`config.mk`:
```
export PLATFORM = sky130hd
export DESIGN_NAME = bz_serializer_flat
export DESIGN_NICKNAME = d
export VERILOG_FILES = /design/src/rtl/bz_serializer_if.sv /design/src/rtl/bz_serializer.sv /design/src/flat_wrapper.sv
export SDC_FILE = /design/constraint.sdc
export NUM_CORES = 1
export LEC_CHECK = 0
export BUFFER_PORTS_ARGS = -buffer_cell sky130_fd_sc_hd__buf_4
export CORE_ASPECT_RATIO = 0.5
export CORE_MARGIN = 3
export CORE_UTILIZATION = 47
export CTS_CLUSTER_DIAMETER = 40
export DETAILED_ROUTE_END_ITERATION = 6
export GPL_TIMING_DRIVEN = 0
export HOLD_SLACK_MARGIN = 0.02
export PLACE_DENSITY_LB_ADDON = 0.1
export SLEW_MARGIN = 20
export SYNTH_ARGS = -nofsm -noshare
export SYNTH_HDL_FRONTEND = slang
export SYNTH_SLANG_ARGS = --single-unit
```
`constraint.sdc`:
```
create_clock -name clk -period 1.75 [get_ports clk]
set_input_delay 0.0875 -clock clk [delete_from_list [all_inputs] [get_ports clk]]
set_output_delay 0.0875 -clock clk [all_outputs]
set_load 0.02 [all_outputs]
```
`src/rtl/bz_serializer_if.sv`:
```
// bz_serializer_if
//   Valid/acknowledge word channel between the BrainDrop core and the
//   serializer. The core drives the word (d) and its valid (v); the
//   serializer answers with the acknowledge (a). A word moves on a rising
//   clock edge where v && a.
//
//   Signals:
//     d  [W-1:0]  word from the core
//     v           word valid (core -> serializer)
//     a           word acknowledge (serializer -> core)
//
//   Modports:
//     master  core side       (drives d, v; samples a)
//     slave   serializer side (samples d, v; drives a)
interface bz_serializer_if #(
  parameter int W = 32
);
  logic [W-1:0] d;
  logic         v;
  logic         a;

  modport master (output d, output v, input a);
  modport slave  (input d, input v, output a);
endinterface

```
`src/rtl/bz_serializer.sv`:
```
// bz_serializer
//   Packs 32-bit core words into 11-bit router flits. Every word becomes a
//   header flit carrying the route, then three data flits carrying the low
//   30 bits of the word, most significant slice first. The last flit of a
//   packet has the tail bit (bit 10) set. The top two code bits of the word
//   are not routed; a nonzero value there only sets the sticky bad_code flag.
//
//   Ports:
//     clk            rising-edge clock
//     reset          asynchronous active-high reset
//     PC_in_channel  word channel from the core (slave side: d, v in; a out)
//     route          destination route, captured with the word
//     isfull         downstream FIFO full; stalls the flit stream
//     data_out       flit {tail, payload[9:0]}
//     wrreq          FIFO write request
//     pkt_count      completed packets, wraps at 2^16
//     bad_code       sticky: some accepted word had d[31:30] != 0
module bz_serializer #(
  parameter int NPCcode  = 8,
  parameter int NPCdata  = 24,
  parameter int NPCroute = 10
) (
  input  logic                clk,
  input  logic                reset,
  bz_serializer_if.slave      PC_in_channel,
  input  logic [NPCroute-1:0] route,
  input  logic                isfull,
  output logic [NPCroute:0]   data_out,
  output logic                wrreq,
  output logic [15:0]         pkt_count,
  output logic                bad_code
);

  localparam int NW = NPCcode + NPCdata;  // full core word width
  localparam int NB = 3 * NPCroute;       // routed data bits (three flits)

  typedef enum logic [2:0] {
    S_IDLE,
    S_HDR,
    S_D0,
    S_D1,
    S_D2
  } state_t;

  state_t              r_state;
  state_t              w_state_next;
  logic [NB-1:0]       r_word;
  logic [NPCroute-1:0] r_rt;
  logic [15:0]         r_pkt_count;
  logic                r_bad_code;
  logic                w_ready;
  logic                w_xfer;
  logic                w_last_done;

  // Ready while idle, or while the final flit is leaving this cycle so the
  // next word follows without a bubble. Forced low during reset.
  assign w_ready     = !reset && ((r_state == S_IDLE) || (r_state == S_D2 && !isfull));
  assign w_xfer      = PC_in_channel.v && w_ready;
  assign w_last_done = (r_state == S_D2) && !isfull;

  assign PC_in_channel.a = w_ready;
  assign pkt_count       = r_pkt_count;
  assign bad_code        = r_bad_code;

  always_ff @(posedge clk or posedge reset) begin
    if (reset) begin
      r_state     <= S_IDLE;
      r_word      <= '0;
      r_rt        <= '0;
      r_pkt_count <= '0;
      r_bad_code  <= 1'b0;
    end else begin
      r_state <= w_state_next;
      if (w_xfer) begin
        r_word     <= PC_in_channel.d[NB-1:0];
        r_rt       <= route;
        r_bad_code <= r_bad_code | (|PC_in_channel.d[NW-1:NB]);
      end
      if (w_last_done) begin
        r_pkt_count <= r_pkt_count + 16'd1;
      end
    end
  end

  always_comb begin
    w_state_next = r_state;
    data_out     = '0;
    wrreq        = (r_state != S_IDLE) && !isfull;
    case (r_state)
      S_IDLE: begin
        if (w_xfer) w_state_next = S_HDR;
      end
      S_HDR: begin
        data_out = {1'b0, r_rt};
        if (!isfull) w_state_next = S_D0;
      end
      S_D0: begin
        data_out = {1'b0, r_word[3*NPCroute-1:2*NPCroute]};
        if (!isfull) w_state_next = S_D1;
      end
      S_D1: begin
        data_out = {1'b0, r_word[2*NPCroute-1:NPCroute]};
        if (!isfull) w_state_next = S_D2;
      end
      S_D2: begin
        data_out = {1'b1, r_word[NPCroute-1:0]};
        if (!isfull) w_state_next = w_xfer ? S_HDR : S_IDLE;
      end
      default: begin
        w_state_next = S_IDLE;
      end
    endcase
  end

endmodule

```
`src/flat_wrapper.sv`:
```
// flat-port wrapper written by rule: the top's interface ports become plain ports
module bz_serializer_flat 
#(
  parameter int NPCcode  = 8,
  parameter int NPCdata  = 24,
  parameter int NPCroute = 10
)
  (clk, reset, route, isfull, data_out, wrreq, pkt_count, bad_code, PC_in_channel_d, PC_in_channel_v, PC_in_channel_a);
  bz_serializer_if PC_in_channel_i ();
  input  logic clk;
  input  logic reset;
  input  logic [NPCroute-1:0] route;
  input  logic isfull;
  output logic [NPCroute:0] data_out;
  output logic wrreq;
  output logic [15:0] pkt_count;
  output logic bad_code;
  input wire logic [$bits(PC_in_channel_i.d)-1:0] PC_in_channel_d;
  input wire logic [$bits(PC_in_channel_i.v)-1:0] PC_in_channel_v;
  output wire logic [$bits(PC_in_channel_i.a)-1:0] PC_in_channel_a;
  assign PC_in_channel_i.d = PC_in_channel_d;
  assign PC_in_channel_i.v = PC_in_channel_v;
  assign PC_in_channel_a = PC_in_channel_i.a;
  bz_serializer #(.NPCcode(NPCcode), .NPCdata(NPCdata), .NPCroute(NPCroute)) u_core (.clk(clk), .reset(reset), .PC_in_channel(PC_in_channel_i), .route(route), .isfull(isfull), .data_out(data_out), .wrreq(wrreq), .pkt_count(pkt_count), .bad_code(bad_code));
endmodule
```
# == After elaboration in Yosys (flattened, before gate mapping) ==
# Index checks and enable logic that the tools add are counted.
# totals
output_inout_bits,30
in_bits,46
reg_bits,60
# classes
bitwise_logic,1
muxes,8
n_addsub,1
eq_ne,9
n_reduce_logical,11
# op_table
op,count
11-bit one-hot mux with 4 select lines,1
16-bit by 1-bit adder with 16-bit output (second input constant),1
3-bit 2-to-1 mux,5
3-bit one-hot mux with 5 select lines,1
2-bit inequality test (second input constant),4
3-bit by 2-bit equality test with 1-bit output (second input constant),2
5-bit AND reduction,1
1-bit logical AND,4
3-bit by 1-bit equality test with 1-bit output (second input constant),1
3-bit equality test (second input constant),1
3-bit logical NOT,1
3-bit nonzero test,1
1-bit logical NOT,2
2-bit by 1-bit inequality test with 1-bit output (second input constant),1
2-bit OR reduction,1
1-bit logical OR,1
1-bit 2-to-1 mux,1
1-bit bitwise OR,1

# == Logic depth before layout (Yosys ltp) ==
# depth
depth_word,8
ltp_mapped,5

# == Worst setup path before layout ==
# OpenSTA, ideal clock, no wires.
# synth_timing
kind,input-to-reg
from,input reset
to,register u_core.r_rt[7]
n_path_buf,1
setup_slack_ns,-0.737
arrival_time_ns,2.359
setup_ns,0.128
cell_stages,4
cell_sequence,inv_1 -> nand4_1 -> buf_2 -> mux2_1
# synth_via
elab_chain_len,3
# synth_rtl
element,line,source
start: declaration,flat_wrapper.sv:11,input logic reset;
1-bit logical NOT (no source line),n/a,
1-bit logical AND,bz_serializer.sv:57,assign w_ready = !reset && ((r_state == S_IDLE) || (r_state == S_D2 && !isfull));
1-bit logical AND,bz_serializer.sv:58,assign w_xfer = PC_in_channel.v && w_ready;
end signal: assignment,bz_serializer.sv:76,r_rt <= route;
end: declaration,bz_serializer.sv:48,logic [NPCroute-1:0] r_rt;
# No other way between the ends.
# A chain may end at the register's enable or synchronous reset.

# == Final worst setup path ==
# layout_timing
from,register u_core.r_state[1]
to,output data_out[4]
# layout_via
elab_chain_len,2
elab_cells_between_ends,5
cone_classes,4 x eq/ne; 1 x mux
# layout_rtl
element,line,source
start: declaration,bz_serializer.sv:45,state_t r_state;
start signal: assignment,bz_serializer.sv:73,r_state <= w_state_next;
3-bit equality test (tied with other cells),bz_serializer.sv:89,case (r_state)
11-bit one-hot mux with 4 select lines *,bz_serializer.sv:89,
end: declaration,flat_wrapper.sv:14,output logic [NPCroute:0] data_out;
# Mark *: on every way between the ends. The rest lies on a longest branch, timed or not.

==> reports/results.txt <==
RSZ-0062 raised after global routing: true
CP Launch Type: flip-flop
Placed Cells: 353
Num CTS Buffers: 9
register area: 1500 µm²
worst rel slew slack: 0.536
Final Power: 6.41 mW
Routed WL: 6920 µm
initial core utilization: 0.518
Cells after Synth: 207
top_reg_cell synth: dfrtp_1
ANT nets after route: 0
Netlist cell types: 31
Multi-input gate area: 1200 µm²
TNS Setup: -0.0451 ns
root buffer cell: clkbuf_16
actual slew at the worst max-slew pin: 0.694 ns
share of the synthesized area in the top cell type: 0.552
GP Congestion: 0.743
most frequent cells after synthesis: dfrtp_1, mux2_2, o22ai_1, xnor2_1
global-route wire length before repair: 11200 µm
crit path DAT: 1.71 ns
sequential share of the synthesized area: 0.552
Reg2Reg Depth: 6
fillcell total: 301
htree depth: 3
Fmax: 557 MHz
share of layout cells above drive strength 1: 0.446
antenna cells: 0
Tcrit/Tclk final: 1.03
Syn-to-layout area delta: 56.7%
CTS tree: built
CP Max Fanout: 9
Die ar.: 6790 µm²
cell area power density: 1500 nW/µm²
Worst IR Drop VDD: 1.36 mV
outcome: finished with violations
drt drc: 0
hold crit path type: in -> reg
worst reg-to-reg setup slack: 0.10 ns
Syn. warnings: 0
Fin. Hold Viols: 0
top-count cell post-synth: dfrtp_1
Die X: 114 µm
drt initial violations: 114
clk_skew: 0.00237 ns
DP Worst Slack: -0.449 ns
Post-DP Area: 3390 µm²
Mapped Area: 2720 µm²
reg-to-reg startpoint: u_core.r_state[1]$_DFFE_PP0P_
Non-Filler Instances: 422
final instance area: 4260 µm²
Syn Area/Cell: 13.1 µm²
GRT Total Usage: 0.224
WP data required: 1.66 ns
row count: 18
largest net degree at the start of global routing: 34
worst hold slack: 0.0901 ns
Critical path origin: u_core.r_state[1]$_DFFE_PP0P_
clk sinks: 60
vias in the first global route: 2298
Nets: 395
Crit Path Category: reg -> out
Lkg Pwr: 1.99 nW
initial antenna violation count: 0
Port Buffer Count: 75
Seq cells post-synth: 60
First-pass DRT Iterations: 4
Max-Cap Viols: 0
die height: 59.8 µm
Reg clk slew, reported paths: 0.05 ns
routed len/inst: 16.4 µm
Min Clock Period, post-route: 1.80 ns
Synthesized Nets: 254
worst skew pair latency: 0.33 ns
number of top-level pins: 76
Via density: 5.24
DP Wirelength: 4400 µm
core footprint: 5250 µm²
clk buf depth: 2
via count: 2211
share of flip-flops with an asynchronous set or reset: 1.00
area leader, netlist: dfrtp_1
setup violators final: 1
final core occ: 0.812
RR Endpoint: u_core.pkt_count[15]$_DFFE_PP0P_
worst setup path end: data_out[4]
setup ws final: -0.0451 ns
Synth area leaders: dfrtp_1, mux2_2, mux2i_1
crit path capture type: output pin
Final Max Slew Viols: 0
grt total ovfl: 0
Post-synth EDFFs: 0
failing checks: setup timing
## registers in the layout, summed over array words and instances (netlist names)
register / flops
u_core.r_rt: 10
u_core.r_state: 3
u_core.r_word: 30
u_core.pkt_count: 16
u_core.bad_code: 1
## routing by layer
| metal | vias to the layer above | GRT usage | share of wire |
|---|---|---|---|
| met4 | 0 | 0.125 | 0.032 |
| met1 | 1082 | 0.272 | 0.43 |
| met3 | 23 | 0.0667 | 0.054 |
| li1 | 1035 | - | - |
| met2 | 71 | 0.364 | 0.48 |
| met5 | - | 0 | 0 |
## worst min-delay path by stage
stage / start / to / slack (ns) / cells past startpoint
after floorplan: reset / u_core.bad_code$_DFFE_PP0P_ / 0.20 / 1
after global placement: route[8] / u_core.r_rt[8]$_DFFE_PP0P_ / 0.31 / 2
after detailed placement: reset / u_core.pkt_count[4]$_DFFE_PP0P_ / 0.22 / 2
after CTS: isfull / u_core.r_state[0]$_DFFE_PP0P_ / 0.08 / 3
after global routing: isfull / u_core.r_state[2]$_DFFE_PP0P_ / 0.10 / 2
final: isfull / u_core.r_state[0]$_DFFE_PP0P_ / 0.09 / 3
## cells by family after synthesis
family | share of synthesized area
fa+ha+maj | 0.00460
xor+xnor | 0.0516
compound gates | 0.0612
simple gates | 0.103
buf+inv | 0.0207
mux | 0.207
flops | 0.552
## where the power goes
part           total (mW)  internal [mW]  switching (mW)
sequential           2.22           1.92           0.302
clock                1.59           1.02           0.571
combinational        2.60           1.38            1.22
## worst max-delay path, cell delays in order (launching register included)
cell and delay (ns):
dfrtp_1 0.39, buf_6 0.15, nor2b_1 0.14, clkbuf_8 0.17
a22oi_1 0.24, o22ai_1 0.13, buf_4 0.18
## area by class of cell
cell class | count | area share
plain buffers | 10 | 0.0200
repair inverters | 1 | 0.00118
repair buffers | 129 | 0.260
inverters | 1 | 0.00176
well taps | 70 | 0.0206
clock buffers | 13 | 0.0611
flip-flops and latches | 60 | 0.353
clock inverters | 2 | 0.00235
multi-input cells | 136 | 0.281
## timing repair
item                                   CTS  global route
gates resized for setup                 14            10
endpoints found under the hold margin   68             0
hold buffers                            46             0
pin swaps                                1             3
setup endpoints to repair               50            56
cloned                                   1             0
setup buffers                            1             6
## cell usage in the layout, fill, tap and decap left out, types with 2 or more instances in the layout
cell type      count
mux2i_1           10
dfrtp_1           60
buf_2              3
mux2_1             3
nor2b_1            3
nand3_1            3
a22oi_2            2
clkbuf_1           2
xor2_1             5
nor2_1             6
nor2b_4            2
nand2_1            9
clkinv_2           2
mux2_2            38
dlygate4sd3_1     45
o22ai_1           10
and2_1             2
xnor2_1           11
and3_1             4
nand4_1            3
buf_12             2
buf_4             84
and4_1             2
a22oi_1            8
clkbuf_16          9
nand2b_1           2
clkbuf_8           3
buf_6              3
Note: power is estimated with default switching activity, not from simulation.
